`config.mk`:
```
export PLATFORM = sky130hd
export DESIGN_NAME = menu_scene_gen
export DESIGN_NICKNAME = d
export VERILOG_FILES = /design/src/rtl/menu_scene_gen.sv
export SDC_FILE = /design/constraint.sdc
export NUM_CORES = 1
export LEC_CHECK = 0
export ABC_AREA = 1
export CELL_PAD_IN_SITES_DETAIL_PLACEMENT = 1
export CELL_PAD_IN_SITES_GLOBAL_PLACEMENT = 1
export CORE_MARGIN = 2
export CORE_UTILIZATION = 47
export CTS_CLUSTER_DIAMETER = 120
export DETAILED_ROUTE_END_ITERATION = 7
export PLACE_DENSITY = 0.87
export SYNTH_ARGS = -nofsm -noshare
export SYNTH_HDL_FRONTEND = slang
export SYNTH_SLANG_ARGS = --single-unit
```
`constraint.sdc`:
```
create_clock -name clk -period 3.9 [get_ports clk]
set_input_delay 0.78 -clock clk [delete_from_list [all_inputs] [get_ports clk]]
set_output_delay 0.78 -clock clk [all_outputs]
set_load 0.02 [all_outputs]
```
`src/rtl/menu_scene_gen.sv`:
```
// menu_scene_gen: title-screen attract scene. Renders a row of N_CUBES
// isometric cubes and a sprite that hops between them. Each landing
// advances the destination cube's top-face colour through the palette.
// Ports:
//   clk, reset      - clock, asynchronous active-low reset
//   x_cnt, y_cnt    - current pixel row / column
//   jump_pulse      - one-cycle hop request (ignored while busy or landing)
//   auto_mode       - hop by itself after IDLE_WAIT idle clocks
//   menu_RGB        - pixel colour {R,G,B}, 2 clocks after x_cnt/y_cnt
//   jump_busy       - hop in progress
//   landed          - one-cycle pulse when a hop ends
//   cube_idx        - cube occupied, or departed from during a hop
//   all_done        - every top face at the last palette entry
module menu_scene_gen #(
  parameter int N_CUBES    = 4,
  parameter int NUM_COLORS = 5,
  parameter int X0         = 300,
  parameter int Y0         = 60,
  parameter int CUBE_PITCH = 200,
  parameter int XD         = 80,
  parameter int YD         = 100,
  parameter int XLEN       = 100,
  parameter int QB_H       = 40,
  parameter int QB_W       = 40,
  parameter int JUMP_H     = 40,
  parameter int STEP_DIV   = 131072,
  parameter int IDLE_WAIT  = 50000000
) (
  input  logic        clk,
  input  logic        reset,
  input  logic [10:0] x_cnt,
  input  logic [9:0]  y_cnt,
  input  logic        jump_pulse,
  input  logic        auto_mode,
  output logic [23:0] menu_RGB,
  output logic        jump_busy,
  output logic        landed,
  output logic [2:0]  cube_idx,
  output logic        all_done
);
  localparam logic [1:0] S_IDLE = 2'd0, S_RISE = 2'd1, S_SHIFT = 2'd2, S_FALL = 2'd3;

  localparam logic [23:0] C_BG  = {8'd146, 8'd165, 8'd216};
  localparam logic [23:0] C_FA  = {8'd86,  8'd169, 8'd152};
  localparam logic [23:0] C_FB  = {8'd49,  8'd70,  8'd70};
  localparam logic [23:0] C_SPR = {8'd216, 8'd95,  8'd2};

  localparam logic [10:0] CX   = 11'(X0 + XD);
  localparam logic [21:0] AREA = 22'(XD * YD);
  localparam logic [10:0] QX0  = 11'(X0 + XD - QB_H);
  localparam logic [9:0]  QY0  = 10'(Y0 + YD - QB_W / 2);

  localparam int PH_MAX = (JUMP_H > CUBE_PITCH) ? JUMP_H : CUBE_PITCH;
  localparam int PH_W   = (PH_MAX > 1) ? $clog2(PH_MAX) : 1;
  localparam int SD_W   = (STEP_DIV > 1) ? $clog2(STEP_DIV) : 1;
  localparam int IW     = (IDLE_WAIT > 1) ? $clog2(IDLE_WAIT) : 1;

  function automatic logic [23:0] top_rgb(input logic [2:0] i);
    case (i)
      3'd0:    top_rgb = {8'd222, 8'd222, 8'd0};
      3'd1:    top_rgb = {8'd86,  8'd70,  8'd239};
      3'd2:    top_rgb = {8'd0,   8'd255, 8'd64};
      3'd3:    top_rgb = {8'd132, 8'd35,  8'd156};
      3'd4:    top_rgb = {8'd170, 8'd13,  8'd40};
      3'd5:    top_rgb = {8'd255, 8'd255, 8'd255};
      3'd6:    top_rgb = {8'd255, 8'd128, 8'd0};
      default: top_rgb = {8'd0,   8'd128, 8'd255};
    endcase
  endfunction

  // state
  logic [1:0]                  state_q, state_d;
  logic [SD_W-1:0]             step_q, step_d;
  logic [PH_W-1:0]             ph_q, ph_d;
  logic [IW-1:0]               idle_q, idle_d;
  logic [10:0]                 qx_q, qx_d;
  logic [9:0]                  qy_q, qy_d;
  logic                        dir_q, dir_d;       // 0 = +1, 1 = -1
  logic [2:0]                  tgt_q, tgt_d;
  logic [2:0]                  cube_q, cube_d;
  logic [N_CUBES-1:0][2:0]     col_q, col_d;
  logic                        landed_q, landed_d;
  logic                        all_done_q, all_done_d;
  logic                        spr_q, spr_d, fa_q, fa_d, fb_q, fb_d, top_q, top_d;
  logic [2:0]                  cidx_q, cidx_d;
  logic [23:0]                 rgb_q, rgb_d;

  // Row distance is shared by all cubes since every top vertex sits on X0.
  logic        x_below;
  logic [10:0] dx_abs;
  logic [21:0] dx_prod, fl_prod;
  assign x_below = x_cnt > CX;
  assign dx_abs  = x_below ? x_cnt - CX : CX - x_cnt;
  assign dx_prod = 22'(dx_abs) * 22'(YD);
  // The side floor is the lower top edge shifted down by XLEN: same
  // diamond test with dx reduced by XLEN, so no division is needed.
  assign fl_prod = (dx_abs > 11'(XLEN)) ? 22'(dx_abs - 11'(XLEN)) * 22'(YD) : '0;

  logic [N_CUBES-1:0] top_hit, fa_hit, fb_hit, done_vec;

  for (genvar k = 0; k < N_CUBES; k++) begin : g_cube
    localparam logic [9:0] YK = 10'(Y0 + k * CUBE_PITCH);
    localparam logic [9:0] YC = 10'(Y0 + k * CUBE_PITCH + YD);
    localparam logic [9:0] YE = 10'(Y0 + k * CUBE_PITCH + 2 * YD);
    logic [9:0]  dy;
    logic [21:0] ty;
    logic        side;
    assign dy         = (y_cnt >= YC) ? y_cnt - YC : YC - y_cnt;
    assign ty         = 22'(dy) * 22'(XD);
    assign top_hit[k] = (dx_prod + ty) <= AREA;
    assign side       = (y_cnt >= YK) && (y_cnt <= YE) && !top_hit[k] && x_below &&
                        ((fl_prod + ty) <= AREA);
    assign fa_hit[k]  = side && (y_cnt < YC);
    assign fb_hit[k]  = side && !(y_cnt < YC);
    assign done_vec[k] = col_q[k] == 3'(NUM_COLORS - 1);
  end

  // pixel pipeline
  always_comb begin
    spr_d  = (x_cnt >= qx_q) && (x_cnt < qx_q + 11'(QB_H)) &&
             (y_cnt >= qy_q) && (y_cnt < qy_q + 10'(QB_W));
    fa_d   = |fa_hit;
    fb_d   = |fb_hit;
    top_d  = |top_hit;
    cidx_d = '0;
    for (int k = 0; k < N_CUBES; k++)
      if (top_hit[k]) cidx_d = col_q[k];
    rgb_d = C_BG;
    if (spr_q)      rgb_d = C_SPR;
    else if (fb_q)  rgb_d = C_FB;
    else if (fa_q)  rgb_d = C_FA;
    else if (top_q) rgb_d = top_rgb(cidx_q);
  end

  // hop FSM
  logic tick;
  assign tick = (state_q != S_IDLE) && (step_q == SD_W'(STEP_DIV - 1));

  always_comb begin
    state_d    = state_q;
    step_d     = step_q;
    ph_d       = ph_q;
    idle_d     = idle_q;
    qx_d       = qx_q;
    qy_d       = qy_q;
    dir_d      = dir_q;
    tgt_d      = tgt_q;
    cube_d     = cube_q;
    col_d      = col_q;
    landed_d   = 1'b0;
    all_done_d = &done_vec;
    if (state_q != S_IDLE) step_d = tick ? '0 : step_q + SD_W'(1);
    case (state_q)
      S_IDLE: begin
        idle_d = auto_mode ? idle_q + IW'(1) : '0;
        // Landing cycle still counts as part of the hop for requests.
        if (!landed_q && (jump_pulse || (auto_mode && idle_q == IW'(IDLE_WAIT - 1)))) begin
          idle_d  = '0;
          step_d  = '0;
          ph_d    = '0;
          state_d = S_RISE;
          if (!dir_q && cube_q == 3'(N_CUBES - 1)) begin
            dir_d = 1'b1;
            tgt_d = cube_q - 3'd1;
          end else if (dir_q && cube_q == 3'd0) begin
            dir_d = 1'b0;
            tgt_d = 3'd1;
          end else begin
            tgt_d = dir_q ? cube_q - 3'd1 : cube_q + 3'd1;
          end
        end
      end
      S_RISE: if (tick) begin
        qx_d = qx_q - 11'd1;
        if (ph_q == PH_W'(JUMP_H - 1)) begin ph_d = '0; state_d = S_SHIFT; end
        else ph_d = ph_q + PH_W'(1);
      end
      S_SHIFT: if (tick) begin
        qy_d = dir_q ? qy_q - 10'd1 : qy_q + 10'd1;
        if (ph_q == PH_W'(CUBE_PITCH - 1)) begin ph_d = '0; state_d = S_FALL; end
        else ph_d = ph_q + PH_W'(1);
      end
      default: if (tick) begin
        qx_d = qx_q + 11'd1;
        if (ph_q == PH_W'(JUMP_H - 1)) begin
          ph_d     = '0;
          state_d  = S_IDLE;
          landed_d = 1'b1;
          cube_d   = tgt_q;
          for (int k = 0; k < N_CUBES; k++)
            if (tgt_q == 3'(k))
              col_d[k] = (col_q[k] == 3'(NUM_COLORS - 1)) ? 3'd0 : col_q[k] + 3'd1;
        end else ph_d = ph_q + PH_W'(1);
      end
    endcase
  end

  always_ff @(posedge clk or negedge reset) begin
    if (!reset) begin
      state_q    <= S_IDLE;
      step_q     <= '0;
      ph_q       <= '0;
      idle_q     <= '0;
      qx_q       <= QX0;
      qy_q       <= QY0;
      dir_q      <= 1'b0;
      tgt_q      <= '0;
      cube_q     <= '0;
      col_q      <= '0;
      landed_q   <= 1'b0;
      all_done_q <= 1'b0;
      spr_q      <= 1'b0;
      fa_q       <= 1'b0;
      fb_q       <= 1'b0;
      top_q      <= 1'b0;
      cidx_q     <= '0;
      rgb_q      <= C_BG;
    end else begin
      state_q    <= state_d;
      step_q     <= step_d;
      ph_q       <= ph_d;
      idle_q     <= idle_d;
      qx_q       <= qx_d;
      qy_q       <= qy_d;
      dir_q      <= dir_d;
      tgt_q      <= tgt_d;
      cube_q     <= cube_d;
      col_q      <= col_d;
      landed_q   <= landed_d;
      all_done_q <= all_done_d;
      spr_q      <= spr_d;
      fa_q       <= fa_d;
      fb_q       <= fb_d;
      top_q      <= top_d;
      cidx_q     <= cidx_d;
      rgb_q      <= rgb_d;
    end
  end

  assign menu_RGB  = rgb_q;
  assign jump_busy = state_q != S_IDLE;
  assign landed    = landed_q;
  assign cube_idx  = cube_q;
  assign all_done  = all_done_q;
endmodule

```
==> results of run 1 <==
kinds of logic after synthesis:
group	after synthesis	share of synthesized area [%]
buffers and inverters	521	10.5
AOI/OAI and AO/OA	511	15.2
DFF	126	16.7
muxes	3	0.158
and+or+nand+nor	1105	25.6
xor gates and xnor gates	149	6.87
adders and majority gates	360	24.9
layer usage:
layer / GRT usage, % / overflow
met2: 104 / 591
met3: 75.5 / 23
met1: 84.9 / 21
met5: 44.4 / 0
met4: 93.9 / 296
through the flow:
step / hold WS [ps] / cell area (µm²) / worst slack (ps) / utilization (%) / cells
floorplan: 428 / 19500 / -2050 / - / 2775
detailed placement: 462 / 24700 / -3880 / 62.1 / 3885
global placement: 460 / 24700 / -3080 / 62.1 / 3885
CTS: 441 / 26900 / -2600 / 67.5 / 3978
what timing repair did:
item                                    in CTS
resized for setup                          307
setup buffers                               61
endpoints found under the setup margin       6
pin swaps                                  129
cells in the mapped netlist (3+ instances only):
library cell | n | area share, %
sky130_fd_sc_hd__nand2_1 | 521 | 10
sky130_fd_sc_hd__inv_1 | 487 | 9.6
sky130_fd_sc_hd__ha_1 | 329 | 22
sky130_fd_sc_hd__nor2_1 | 266 | 5.3
sky130_fd_sc_hd__a21oi_1 | 186 | 4.9
sky130_fd_sc_hd__o21ai_0 | 184 | 4.8
sky130_fd_sc_hd__nand3_1 | 139 | 3.7
sky130_fd_sc_hd__xor2_1 | 120 | 5.5
sky130_fd_sc_hd__dfrtp_1 | 108 | 14
sky130_fd_sc_hd__nor3_1 | 57 | 1.5
sky130_fd_sc_hd__nand4_1 | 44 | 1.4
sky130_fd_sc_hd__fa_1 | 31 | 3.3
sky130_fd_sc_hd__xnor2_1 | 29 | 1.3
sky130_fd_sc_hd__dfstp_2 | 18 | 2.5
sky130_fd_sc_hd__nand2_2 | 17 | 0.56
sky130_fd_sc_hd__o22ai_1 | 17 | 0.56
sky130_fd_sc_hd__a31oi_1 | 16 | 0.53
sky130_fd_sc_hd__o21bai_1 | 15 | 0.59
sky130_fd_sc_hd__o31ai_1 | 15 | 0.59
sky130_fd_sc_hd__a211oi_1 | 13 | 0.51
sky130_fd_sc_hd__nor4_1 | 12 | 0.40
sky130_fd_sc_hd__clkbuf_1 | 11 | 0.22
sky130_fd_sc_hd__o21a_1 | 11 | 0.43
sky130_fd_sc_hd__or2_2 | 10 | 0.33
sky130_fd_sc_hd__inv_2 | 9 | 0.18
sky130_fd_sc_hd__o211ai_1 | 9 | 0.36
sky130_fd_sc_hd__nand2_4 | 8 | 0.47
sky130_fd_sc_hd__o21ai_1 | 8 | 0.21
sky130_fd_sc_hd__nand3b_1 | 7 | 0.28
sky130_fd_sc_hd__a22oi_1 | 6 | 0.24
sky130_fd_sc_hd__nor2_2 | 6 | 0.20
sky130_fd_sc_hd__a21boi_0 | 5 | 0.20
sky130_fd_sc_hd__buf_2 | 5 | 0.13
sky130_fd_sc_hd__a221oi_1 | 4 | 0.18
sky130_fd_sc_hd__nand3_4 | 4 | 0.37
sky130_fd_sc_hd__nor2_4 | 4 | 0.24
sky130_fd_sc_hd__a21o_1 | 3 | 0.12
sky130_fd_sc_hd__mux2i_1 | 3 | 0.16
sky130_fd_sc_hd__o311ai_0 | 3 | 0.14
==> out/results.md, run 1 <==
| Metric | Value |
| --- | --- |
| Post-synthesis sequential element count | 126 |
| Die width | 205 µm |
| Clock Tree Root | sky130_fd_sc_hd__clkbuf_16 |
| Primary flip-flop cell chosen by synthesis mapping | sky130_fd_sc_hd__dfrtp_1 |
| Vias in the first global route | 37400 |
| First error | [ERROR GRT-0116] Global routing finished with congestion. Check the congestion regions in the DRC Viewer. |
| Stop stage | 5_1_grt |
| Status | did not finish |
| Routability cong. | 1.02 |
| Sink count of the clock tree | 126 |
| Net count of the mapped netlist | 3160 |
| Grt ovf | 931 |
| Largest net degree at the start of global routing | 63 |
| Dpl hpwl | 74300 µm |
| Cts hold-fix bufs | 0 |
| Initial standard-cell utilization of the core | 47.7% |
| Cell count after synthesis | 2775 |
| Async SR Flop Fraction | 100% |
| Total global-route track usage | 88.2% |
| Cell Rows | 73 |
| Maximum clock path buffer count | 2 |
| Fraction of the yosys area taken by sequential cells | 16.7% |
| Number of input and output port buffers inserted | 54 |
| Number of different library cells in the post-synthesis netlist | 64 |
| Post-synth EDFFs | 0 |
| Height of the chip | 205 µm |
| Deepest level of the CTS H-tree | 4 |
| Number of clock buffers inserted by TritonCTS | 17 |
| Post-Synthesis Cell Area | 19000 µm² |
| I/O pin count | 55 |
| Number of warnings printed during yosys synthesis | 0 |
| Synth Area per Inst | 6.84 µm² |
| First-pass GRT wire length | 283000 µm |
==> run 2: changes to the inputs <==
Settings changed: CELL_PAD_IN_SITES_DETAIL_PLACEMENT 1 to unset, CELL_PAD_IN_SITES_GLOBAL_PLACEMENT 1 to unset, CORE_UTILIZATION 47 to 40, CTS_CLUSTER_DIAMETER 120 to unset, PLACE_DENSITY 0.87 to unset, PLACE_DENSITY_LB_ADDON set to 0.15.
==> out/results.md, run 2 <==
| Metric | Value | Change |
| --- | --- | --- |
| Initial drt markers | 1291 |  |
| Slowest stage cell on the critical path | sky130_fd_sc_hd__fa_1 |  |
| Synthesized-area fraction occupied by xor and xnor cells | 6.87% | unchanged |
| Status | finished with violations |  |
| Most flops, register | idle_q |  |
| Failing checks | setup timing |  |
| Final cell count without fillers | 4080 |  |
| Post-synth EDFFs | 0 | unchanged |
| Synth Area per Inst | 6.84 µm² | unchanged |
| Remaining number of nets flagged by the antenna check after routing | 0 |  |
| DRT Wirelength | 61900 µm |  |
| Pins over their slew limit | 0 |  |
| CP max stage delay | 520 ps |  |
| Number of vias per cell | 5.09 |  |
| Total global-route track usage | 24.9% |  |
| Critical Path Sink Type | register |  |
| Die width | 222 µm | +8.2% |
| Crit Path Class | in2reg |  |
| Multiplexer share of the synthesized area | 0.158% | unchanged |
| Time the final worst path needs with I/O delays and setup | 6050 ps |  |
| Number of detailed-route iterations in the first pass | 5 |  |
| Setup repair after global routing missed its margin | yes |  |
| Placed cell count | 3999 | +2.9% |
| Wire length per cell | 15.2 µm |  |
| Synth cell count leaders | 521 x sky130_fd_sc_hd__nand2_1, 487 x sky130_fd_sc_hd__inv_1, 329 x sky130_fd_sc_hd__ha_1 |  |
| Yosys top cell by area | sky130_fd_sc_hd__ha_1 |  |
| Total via count after detailed routing | 20800 |  |
| Fraction of layout instances using a drive strength above 1 | 29.5% |  |
| Number of remaining DRC errors | 0 |  |
| Final Cycle Share | 155% |  |
| Routability cong. | 0.927 | -8.8% |
| Total of max-cap violations | 0 |  |
| Async SR Flop Fraction | 100% | unchanged |
| Data arrival time at the worst-slack endpoint | 6410 ps |  |
| Fraction of the yosys area taken by sequential cells | 16.7% | unchanged |
| Clock Tree Root | sky130_fd_sc_hd__clkbuf_16 |  |
| Net count of the mapped netlist | 3160 | unchanged |
| Flip-flop count of the largest register after layout | 26 |  |
| Post-route setup slack | -2150 ps |  |
| Final hold vios | 0 |  |
| Die area | 49200 µm² |  |
| Most common cell after layout, fill and taps aside | sky130_fd_sc_hd__buf_4 |  |
| Area growth, synth to finish | 44.1% |  |
| Dpl hpwl | 51500 µm | -31% |
| Commonest non-fill, non-tap cells in the layout | 611 x sky130_fd_sc_hd__buf_4, 487 x sky130_fd_sc_hd__nand2_1, 454 x sky130_fd_sc_hd__inv_1 |  |
| Total Nets Final | 3845 |  |
| First-pass GRT wire length | 100000 µm |  |
| Worst-margin pin slew | 919 ps |  |
| Placeable core region | 46800 µm² |  |
| Vias in the first global route | 20500 |  |
| Class of the worst hold path | reg2reg |  |
| Dominant combinational cell family by area after synthesis | simple AND/OR/NAND/NOR gates |  |
| Final setup skew | 8.57 ps |  |
| Worst slew slack as a fraction of its limit | 38.7% |  |
| Number of antenna violations at the first check in global routing | 1 |  |
| Post-Synthesis Cell Area | 19000 µm² | unchanged |
| Maximum clock path buffer count | 2 | unchanged |
| Leading cell type by number of instances after synthesis | sky130_fd_sc_hd__nand2_1 |  |
| Critical path launch point type | primary input |  |
| Cell count after synthesis | 2775 | unchanged |
| DP Area | 25100 µm² | +1.6% |
| Number of warnings printed during yosys synthesis | 0 | unchanged |
| Primary flip-flop cell chosen by synthesis mapping | sky130_fd_sc_hd__dfrtp_1 |  |
| Most area-consuming cells after synthesis | sky130_fd_sc_hd__ha_1 22%, sky130_fd_sc_hd__dfrtp_1 14%, sky130_fd_sc_hd__nand2_1 10%, sky130_fd_sc_hd__inv_1 9.6%, sky130_fd_sc_hd__xor2_1 5.5% |  |
| Synthesized-area fraction occupied by ao, oa, aoi and oai cells | 15.2% | unchanged |
| Clock network latency to the later pin of the worst-skew pair | 430 ps |  |
| Initial standard-cell utilization of the core | 40.6% | -7.1 points |
| Top cell family by delay on the critical path | adder cells |  |
| Required time at the endpoint of the critical path | 4270 ps |  |
| Share of Yosys cell area claimed by the top area cell type | 21.7% | unchanged |
| Number of clock buffers inserted by TritonCTS | 17 | unchanged |
| Largest net degree at the start of global routing | 70 |  |
| Final-layout fill cell count | 4337 |  |
| Area share of and/or/nand/nor cells after synthesis | 25.6% | unchanged |
| Count of final setup violators | 6 |  |
| TritonCTS clock tree | built |  |
| Number of input and output port buffers inserted | 54 | unchanged |
| Cell Rows | 79 | +8.2% |
| Height of the chip | 222 µm | +8.2% |
| Setup tns final | -12340 ps |  |
| Grt ovf | 0 |  |
| Fmax | 165 MHz |  |
| Buf/Inv on CP | 16 |  |
| Clock transition time at the flip-flop clock pins of the worst setup and hold paths | 60 ps |  |
| Sink count of the clock tree | 126 | unchanged |
| Cell with the most instances on the worst path | sky130_fd_sc_hd__buf_4 |  |
| Synth Area in Adders | 24.9% | unchanged |
| Post-synthesis sequential element count | 126 | unchanged |
| I/O pin count | 55 | unchanged |
| Deepest level of the CTS H-tree | 4 | unchanged |
| Number of different library cells in the post-synthesis netlist | 64 | unchanged |
| Area of all placed cells without fillers | 27400 µm² |  |
| Max Fanout on Critical Path | 4 |  |
| Ant. Diodes | 0 |  |
run 2: logic make-up (layout without fill, tap and decap cells):
family | Yosys count | count (layout)
buffers and inverters | 521 | 1219
AOI/OAI and AO/OA | 511 | 511
xor gates and xnor gates | 149 | 149
and+or+nand+nor | 1105 | 1105
DFF | 126 | 126
adders and majority gates | 360 | 360
muxes | 3 | 3
run 2: repair_timing:
action / CTS / global route
hold buffers: 0 / 0
resized for setup: 236 / 106
buffers inserted: 39 / 13
pin swaps: 133 / 129
cloned: 0 / 0
endpoints found under the setup margin: 6 / 6
run 2: routing by layer:
layer	wire, µm	track usage, %
met5	13	0
met2	29300	43.0
met3	2540	3.25
met1	28200	32.4
met4	1880	7.43
run 2: stage by stage:
stage          worst slack (ps)  hold slack, ps  utilization (%)
5_1_grt                   -2410             483             58.5
4_1_cts                   -2130             473             57.4
3_3_place_gp              -3210             460             53.7
2_1_floorplan             -2050             428                -
3_5_place_dp              -3360             461             53.7
6_report                  -2150             471             58.5
run 2: path summary, 6_finish.rpt:
check	from	endpoint	cells past startpoint	slack, ps
max	x_cnt[0]	fa_q	43	-2150
min	qy_q[9]	qy_q[9]	1	470
max reg2reg	step_q[7]	col_q[11]	15	850
min reg2reg	qy_q[9]	qy_q[9]	1	470
max in group asynchronous	reset	qx_q[6]	2	2550
min in group asynchronous	reset	menu_RGB[21]	1	490
run 2: area by class of cell:
type                       count  area, µm²  share of cell area [%]
sequential                   126       3180                    11.6
multi-input combinational   2128      15400                    56.3
inverter                     501       1920                    7.02
tap                          607        759                    2.78
clock inverter                10        183                   0.668
timing repair buffer         686       5430                    19.8
clock buffer                  22        484                    1.77
Power of run 2 is not shown: default switching activity piles up to over one toggle a cycle in this logic, so the estimate is an artifact.
